$ cat src/rtl/alu_result_stage.sv
// Execute-to-writeback stage: decodes branch/writeback info from the ALU result at capture and
// holds it in a 2-entry (main + skid) buffer so in_ready never depends on out_ready combinationally.
module alu_result_stage #(
    parameter int XLEN    = 32,
    parameter int RADDR_W = 5
) (
    input  logic               clk,
    input  logic               rst_n,
    input  logic               in_valid,
    output logic               in_ready,
    input  logic [XLEN-1:0]    alu_out,
    input  logic               alu_zero,
    input  logic               alu_negative,
    input  logic               op_a_sign,
    input  logic               op_b_sign,
    input  logic [2:0]         branch_op,
    input  logic [XLEN-1:0]    pc,
    input  logic [XLEN-1:0]    imm,
    input  logic [RADDR_W-1:0] rd,
    input  logic               reg_write,
    output logic               out_valid,
    input  logic               out_ready,
    output logic [XLEN-1:0]    wb_data,
    output logic [RADDR_W-1:0] wb_rd,
    output logic               wb_en,
    output logic               branch_taken,
    output logic [XLEN-1:0]    branch_target
);

    localparam logic [2:0] BR_BEQ  = 3'd1;
    localparam logic [2:0] BR_BNE  = 3'd2;
    localparam logic [2:0] BR_BLT  = 3'd3;
    localparam logic [2:0] BR_BGE  = 3'd4;
    localparam logic [2:0] BR_JAL  = 3'd5;
    localparam logic [2:0] BR_JALR = 3'd6;

    typedef struct packed {
        logic [XLEN-1:0]    data;
        logic [RADDR_W-1:0] rd;
        logic               en;
        logic               taken;
        logic [XLEN-1:0]    target;
    } entry_t;

    entry_t dec, main_q, skid_q, out_e;
    logic   main_valid, skid_valid;
    logic   ovf, lt, accept, retire;

    // Signed less-than recovered from the subtraction flags
    always_comb begin
        ovf = (op_a_sign != op_b_sign) & (alu_negative != op_a_sign);
        lt  = alu_negative ^ ovf;
        dec = '0;
        dec.rd   = rd;
        dec.en   = reg_write & (rd != '0);
        dec.data = alu_out;
        case (branch_op)
            BR_BEQ:  dec.taken = alu_zero;
            BR_BNE:  dec.taken = ~alu_zero;
            BR_BLT:  dec.taken = lt;
            BR_BGE:  dec.taken = ~lt;
            BR_JAL:  dec.taken = 1'b1;
            BR_JALR: dec.taken = 1'b1;
            default: dec.taken = 1'b0;
        endcase
        if (branch_op == BR_JAL || branch_op == BR_JALR)
            dec.data = pc + XLEN'(4);
        if (dec.taken)
            dec.target = (branch_op == BR_JALR) ? (alu_out & ~XLEN'(1)) : (pc + imm);
    end

    assign in_ready = ~skid_valid;
    assign accept   = in_valid & in_ready;
    assign retire   = main_valid & out_ready;

    // Skid is only ever occupied while main is occupied, so main always holds the oldest entry
    always_ff @(posedge clk or negedge rst_n) begin
        if (!rst_n) begin
            main_valid <= 1'b0;
            skid_valid <= 1'b0;
            main_q     <= '0;
            skid_q     <= '0;
        end else if (!main_valid || retire) begin
            if (skid_valid) begin
                main_q     <= skid_q;
                main_valid <= 1'b1;
                skid_valid <= 1'b0;
            end else begin
                main_valid <= accept;
                if (accept)
                    main_q <= dec;
            end
        end else if (accept) begin
            skid_q     <= dec;
            skid_valid <= 1'b1;
        end
    end

    assign out_e         = main_valid ? main_q : '0;
    assign out_valid     = main_valid;
    assign wb_data       = out_e.data;
    assign wb_rd         = out_e.rd;
    assign wb_en         = out_e.en;
    assign branch_taken  = out_e.taken;
    assign branch_target = out_e.target;

endmodule

$ cat config.mk
export PLATFORM = sky130hd
export DESIGN_NAME = alu_result_stage
export DESIGN_NICKNAME = d
export VERILOG_FILES = /design/src/rtl/alu_result_stage.sv
export SDC_FILE = /design/constraint.sdc
export NUM_CORES = 1
export LEC_CHECK = 0
export ABC_AREA = 1
export BUFFER_PORTS_ARGS = -buffer_cell sky130_fd_sc_hd__buf_2
export CORE_MARGIN = 2
export CORE_UTILIZATION = 25
export CTS_CLUSTER_SIZE = 12
export DETAILED_ROUTE_END_ITERATION = 10
export GPL_TIMING_DRIVEN = 0
export PLACE_DENSITY = 0.48
export RECOVER_POWER = 50
export SYNTH_ARGS = -nofsm -noshare
export SYNTH_HDL_FRONTEND = slang
export SYNTH_SLANG_ARGS = --single-unit
$ cat constraint.sdc
create_clock -name clk -period 2.1 [get_ports clk]
set_input_delay 0.315 -clock clk [delete_from_list [all_inputs] [get_ports clk]]
set_output_delay 0.315 -clock clk [all_outputs]
set_load 0.005 [all_outputs]
# After elaboration in Yosys (flattened, before gate mapping)
# Cells that the tools add are included.
op_classes:
  n_eq_ne: 8
  n_mux: 10
  reduce_logical: 9
  bitwise_logic: 9
  addsub: 2
op_table:
  columns: ["op", "count"]
  rows:
  - ["71-bit two-way mux", 3]
  - ["32-bit two-way mux", 3]
  - ["32-bit by 3-bit adder with 32-bit output, second input constant", 1]
  - ["32-bit adder", 1]
  - ["3-bit equality test, second input constant", 3]
  - ["3-bit by 2-bit equality test with 1-bit output, second input constant", 2]
  - ["1-bit case mux with 5 select lines", 1]
  - ["5-bit nonzero test", 1]
  - ["1-bit bitwise AND", 4]
  - ["1-bit NOT", 4]
  - ["2-bit AND reduction", 2]
  - ["2-bit nonzero test", 2]
  - ["3-bit by 1-bit equality test with 1-bit output, second input constant", 1]
  - ["1-bit two-way mux", 3]
  - ["1-bit logical OR", 2]
  - ["1-bit != test", 2]
  - ["2-bit OR reduction", 1]
  - ["1-bit logical NOT", 1]
  - ["1-bit XOR", 1]
totals:
  reg_bits: 144
  in_bits: 113
  out_inout_bits: 73
  elab_cells: 50

# Longest topological paths before layout
logic_depth:
  ltp_word: 8
  mapped_depth: 17
  mapped_depth_nobuf: 17

# Worst setup path before layout
# Ideal clock, no wire load.
synth_timing:
  path_type: "input -> register"
  from: "input port pc[0]"
  to: "register main_q[12] (netlist name)"
  slack_ps: 160
  setup_time_ps: 116
  stages: 11
  required_time_ps: 1984
  t_arrival_ps: 1824
  path_cell_list: "ha_1 -> fa_1 -> nand3_1 -> nand3_1 -> nand3_1 -> nand3_1 -> xor2_1 -> o21ai_0 -> nand2_1 -> nand2_1 -> nand2_1"
synth_via:
  elab_chain_len: 5
synth_rtl:
  columns: ["element", "line", "rtl"]
  rows:
  - ["start: declaration", "17", "input logic [XLEN-1:0] pc,"]
  - ["32-bit adder", "69", "dec.target = (branch_op == BR_JALR) ? (alu_out & ~XLEN'(1)) : (pc + imm);"]
  - ["32-bit two-way mux", "69", null]
  - ["32-bit two-way mux", "68", "if (dec.taken)"]
  - ["71-bit two-way mux", "90", "if (accept)"]
  - ["71-bit two-way mux", "84", "if (skid_valid) begin"]
  - ["end signal: assignment", "85", "main_q <= skid_q;"]
  - ["end: declaration", "45", "entry_t dec, main_q, skid_q, out_e;"]
# Every way passes these cells. The select of a mux whose other input is x is not followed.
# A chain may end at the register's enable or synchronous reset.

# Final worst setup path
layout_timing:
  from: "register main_valid (netlist: out_valid)"
  to: "register skid_q[39] (netlist name)"
layout_via:
  elab_chain_len: 4
  word_cells_on_any_way: 5
layout_rtl:
  columns: ["element", "line", "rtl"]
  rows:
  - ["start: declaration", "46", "logic main_valid, skid_valid;"]
  - ["start signal: assignment", "89", "main_valid <= accept;"]
  - ["1-bit bitwise AND or 1-bit logical NOT (tied branches)", "74, 83", null]
  - ["1-bit logical OR (*)", "83", "end else if (!main_valid || retire) begin"]
  - ["1-bit NOT (no line) (*)", null, null]
  - ["2-bit AND reduction (no line) (*)", null, null]
  - ["end signal: assignment", "82", "skid_q <= '0;"]
  - ["end signal: assignment", "94", "skid_q <= dec;"]
  - ["end: declaration", "45", null]
# Every way passes the cells marked *; elsewhere a longest branch is shown, timed or not.

==> reports/qor.json <==
{
  "numPlacedInstances": {"value": 2448},
  "min_period": {"value": 2.00, "unit": "ns"},
  "layout-drive-gt1-share": {"value": 15.9, "unit": "%"},
  "netlist_top_cells_area": {"value": "dfrtp_1 34%, nand2_1 23%, inv_1 8.7%"},
  "place_area": {"value": 0.0123, "unit": "mm²"},
  "placement.io_buffers": {"value": 185},
  "mappedNetlistNets": {"value": 1869},
  "slew_violations": {"value": 0},
  "min-delay-path-class": {"value": "in -> reg"},
  "ys_seq_elements": {"value": 144},
  "cts_tree": {"value": "done"},
  "fmax": {"value": 500, "unit": "MHz"},
  "sequential_element_share_of_the_synthesized_area": {"value": 33.8, "unit": "%"},
  "power_density": {"value": 750, "unit": "mW/mm²"},
  "area_growth": {"value": 21.6, "unit": "%"},
  "cts.path.max_buffers": {"value": 2},
  "fin_nets": {"value": 2076},
  "num_vias": {"value": 11441},
  "synth.distinct_cells": {"value": 40},
  "number_of_top_level_pins": {"value": 186},
  "finalWorstSetupSlack": {"value": 0.0989, "unit": "ns"},
  "synth-adder-area-share": {"value": 3.95, "unit": "%"},
  "dpl.hpwl": {"value": 35900, "unit": "µm"},
  "detail_route.drc_violations": {"value": 0},
  "detail_route.iter0.violations": {"value": 770},
  "tritoncts_num_sinks": {"value": 144},
  "synth.mux.area_fraction": {"value": 0.282, "unit": "%"},
  "crit_path_start_kind": {"value": "flip-flop"},
  "largest_family_of_logic_cells_by_synthesized_area": {"value": "simple AND/OR/NAND/NOR gates"},
  "critical_path.endpoint_type": {"value": "flip-flop"},
  "timing.final.hold_violations": {"value": 0},
  "postSynth.topFlopCell": {"value": "dfrtp_1"},
  "grt.total_usage": {"value": 19.7, "unit": "%"},
  "ctsHtreeMaxLevel": {"value": 4},
  "clock_insertion_delay_worst_skew": {"value": 0.44, "unit": "ns"},
  "detailedRoute.firstPassIterationCount": {"value": 7},
  "num_rows": {"value": 75},
  "clockRootBuffer": {"value": "clkbuf_16"},
  "cp_data_required_time": {"value": 2.39, "unit": "ns"},
  "chipWidth": {"value": 210, "unit": "µm"},
  "start_util": {"value": 25.3, "unit": "%"},
  "via_count_of_the_first_global_routing_pass": {"value": 11017},
  "worstPathMaxFanout": {"value": 10},
  "globalRoute.totalOverflow": {"value": 0},
  "setup_tns": {"value": 0, "unit": "ns"},
  "postSynthCellCount": {"value": 1723},
  "vdd_drop_max": {"value": 0.565, "unit": "mV"},
  "postLayoutCellArea": {"value": 0.0130, "unit": "mm²"},
  "num_antenna_cells": {"value": 0},
  "async_reset_ff_share": {"value": 100, "unit": "%"},
  "synth.top_cell.area_share": {"value": 33.8, "unit": "%"},
  "synth_top_cell_by_area": {"value": "dfrtp_1"},
  "ant_nets": {"value": 0},
  "route.detailed.vias_per_inst": {"value": 4.61},
  "cts_buffers": {"value": 17},
  "maxSlewHeadroom": {"value": 54.1, "unit": "%"},
  "ys_top_cells_by_count": {"value": "660 x nand2_1, 247 x inv_1, 173 x nor2_1"},
  "syn-cell-area": {"value": 0.0107, "unit": "mm²"},
  "die_h": {"value": 210, "unit": "µm"},
  "finClkSkew": {"value": 0.0114, "unit": "ns"},
  "timing.setup.critical_path_class": {"value": "reg -> reg"},
  "final_critical_path_share_of_the_clock_period": {"value": 95.3, "unit": "%"},
  "fp.coreArea": {"value": 0.0420, "unit": "mm²"},
  "finalWirelength": {"value": 43100, "unit": "µm"},
  "dp_slack": {"value": -0.604, "unit": "ns"},
  "synth_warnings": {"value": 0},
  "timing.final.setup_violations": {"value": 0},
  "initial_antenna_violation_count": {"value": 1},
  "post_synth.cell_area_avg": {"value": 6.18, "unit": "µm²"},
  "synth_enable_flop_cells": {"value": 0},
  "finalWeightedCongestion": {"value": 0.895},
  "fraction_of_the_mapped_netlist_area_in_compound_gates": {"value": 11.5, "unit": "%"},
  "grt_pass1_wl": {"value": 65500, "unit": "µm"},
  "yosys.cell_count.top_type": {"value": "nand2_1"},
  "run_status": {"value": "finished clean"},
  "wire_per_inst": {"value": 17.4, "unit": "µm"},
  "p_leak": {"value": 7.53, "unit": "nW"},
  "max_slew.worst_pin.slew": {"value": 0.688, "unit": "ns"},
  "cp_data_arrival_time": {"value": 2.29, "unit": "ns"},
  "die-area": {"value": 0.0443, "unit": "mm²"},
  "final.hold.worst_slack": {"value": 0.131, "unit": "ns"},
  "max_cap_violations": {"value": 0},
  "post_synth_xor_area_fraction": {"value": 1.81, "unit": "%"},
  "cts.clk_slew.worst_paths": {"value": 0.07, "unit": "ns"},
  "synth_simple_gate_area_share": {"value": 37.0, "unit": "%"},
  "layoutNonFillerInstCount": {"value": 2482},
  "grt_start_max_net_pins": {"value": 92}
}
==> layer usage <==
metal	share of wire, %	wire, µm	vias up	global-route usage, %
met5	0.016	7	-	0
met4	2.2	960	2	5.68
met3	3.3	1440	45	1.88
met1	47	20400	5413	26.7
li1	-	-	5732	-
met2	47	20300	249	33.3
==> worst paths after layout <==
path / from / to / slack, ns / cells after the start
max reg2reg: out_valid / skid_q[39] / 0.1 / 8
max in group asynchronous: rst_n / main_q[26] / 0.80 / 3
min in group asynchronous: rst_n / main_q[51] / 0.40 / 2
min reg2reg: main_q[15] / main_q[15] / 0.48 / 2
min: rd[4] / skid_q[38] / 0.13 / 3
max: out_valid / skid_q[39] / 0.1 / 8
==> worst max-delay path, stage by stage, from the launching register on <==
cell	delay, ns
dfrtp_1	0.37
clkbuf_4	0.26
inv_1	0.07
nor2_2	0.25
nand3_4	0.22
buf_2	0.26
buf_2	0.26
nand2_1	0.09
o21ai_0	0.08
==> stage by stage <==
stage / util [%] / total power [W]
floorplan: - / 0.00549
global placement: 29.1 / 0.00679
detailed placement: 29.2 / 0.00683
CTS: 30.7 / 0.00975
global route: 30.8 / 0.0104
finish: 30.8 / 0.00972
==> cell usage in the layout (no fill, tap or decap), drive strengths merged <==
master,n
ha,32
mux2i,3
clkinvlp,2
nor3b,1
buf,212
clkinv,4
dfrtp,144
or2,6
o21a,9
fa,1
nand4,8
a21o,5
nand2,664
and3,2
a31oi,7
nor3,11
o211ai,7
xor2,17
o21ai,138
o21bai,2
nand3,86
nand3b,5
and2,4
nor2,184
xnor2,5
a21oi,61
inv,262
clkbuf,60
dlygate4sd3,1
==> power breakdown <==
| group | leakage, nW | switching [W] | internal, W |
|---|---|---|---|
| logic | 5.46 | 0.00200 | 0.00110 |
| registers | 1.80 | 0.000334 | 0.00337 |
| clock network | 0.271 | 0.00133 | 0.00158 |
==> layout make-up <==
cell class / count / area (µm²)
plain buffers: 67 / 329
fillers: 4776 / 29100
clock buffers: 18 / 439
inverters: 254 / 953
repair buffers: 188 / 977
multi-input cells: 1258 / 5860
flip-flops and latches: 144 / 3600
clock inverters: 14 / 119
well taps: 539 / 674
==> flip-flops by register name, summed over array words and instances, names as in the netlist <==
name / count
skid_q: 71
out_valid: 1
skid_valid: 1
main_q: 71
==> logic make-up (layout without fill, tap and decap cells) <==
logic type,count (synthesis),count (layout)
AO/OA/AOI/OAI,229,229
XOR/XNOR,22,22
adder cells (fa/ha/maj),33,33
buffers and inverters,321,541
flip-flops,144,144
multiplexers,3,3
AND/OR/NAND/NOR,971,971
==> repair_timing <==
item                                   4_1_cts  5_1_grt
hold buffers                                 1        0
pin swaps                                    0        2
endpoints found under the hold margin       53        0
setup buffers                                0        1
setup endpoints to repair                   62      133
gates resized for setup                     16       33
No activity file was read; power rests on OpenSTA's default activity.
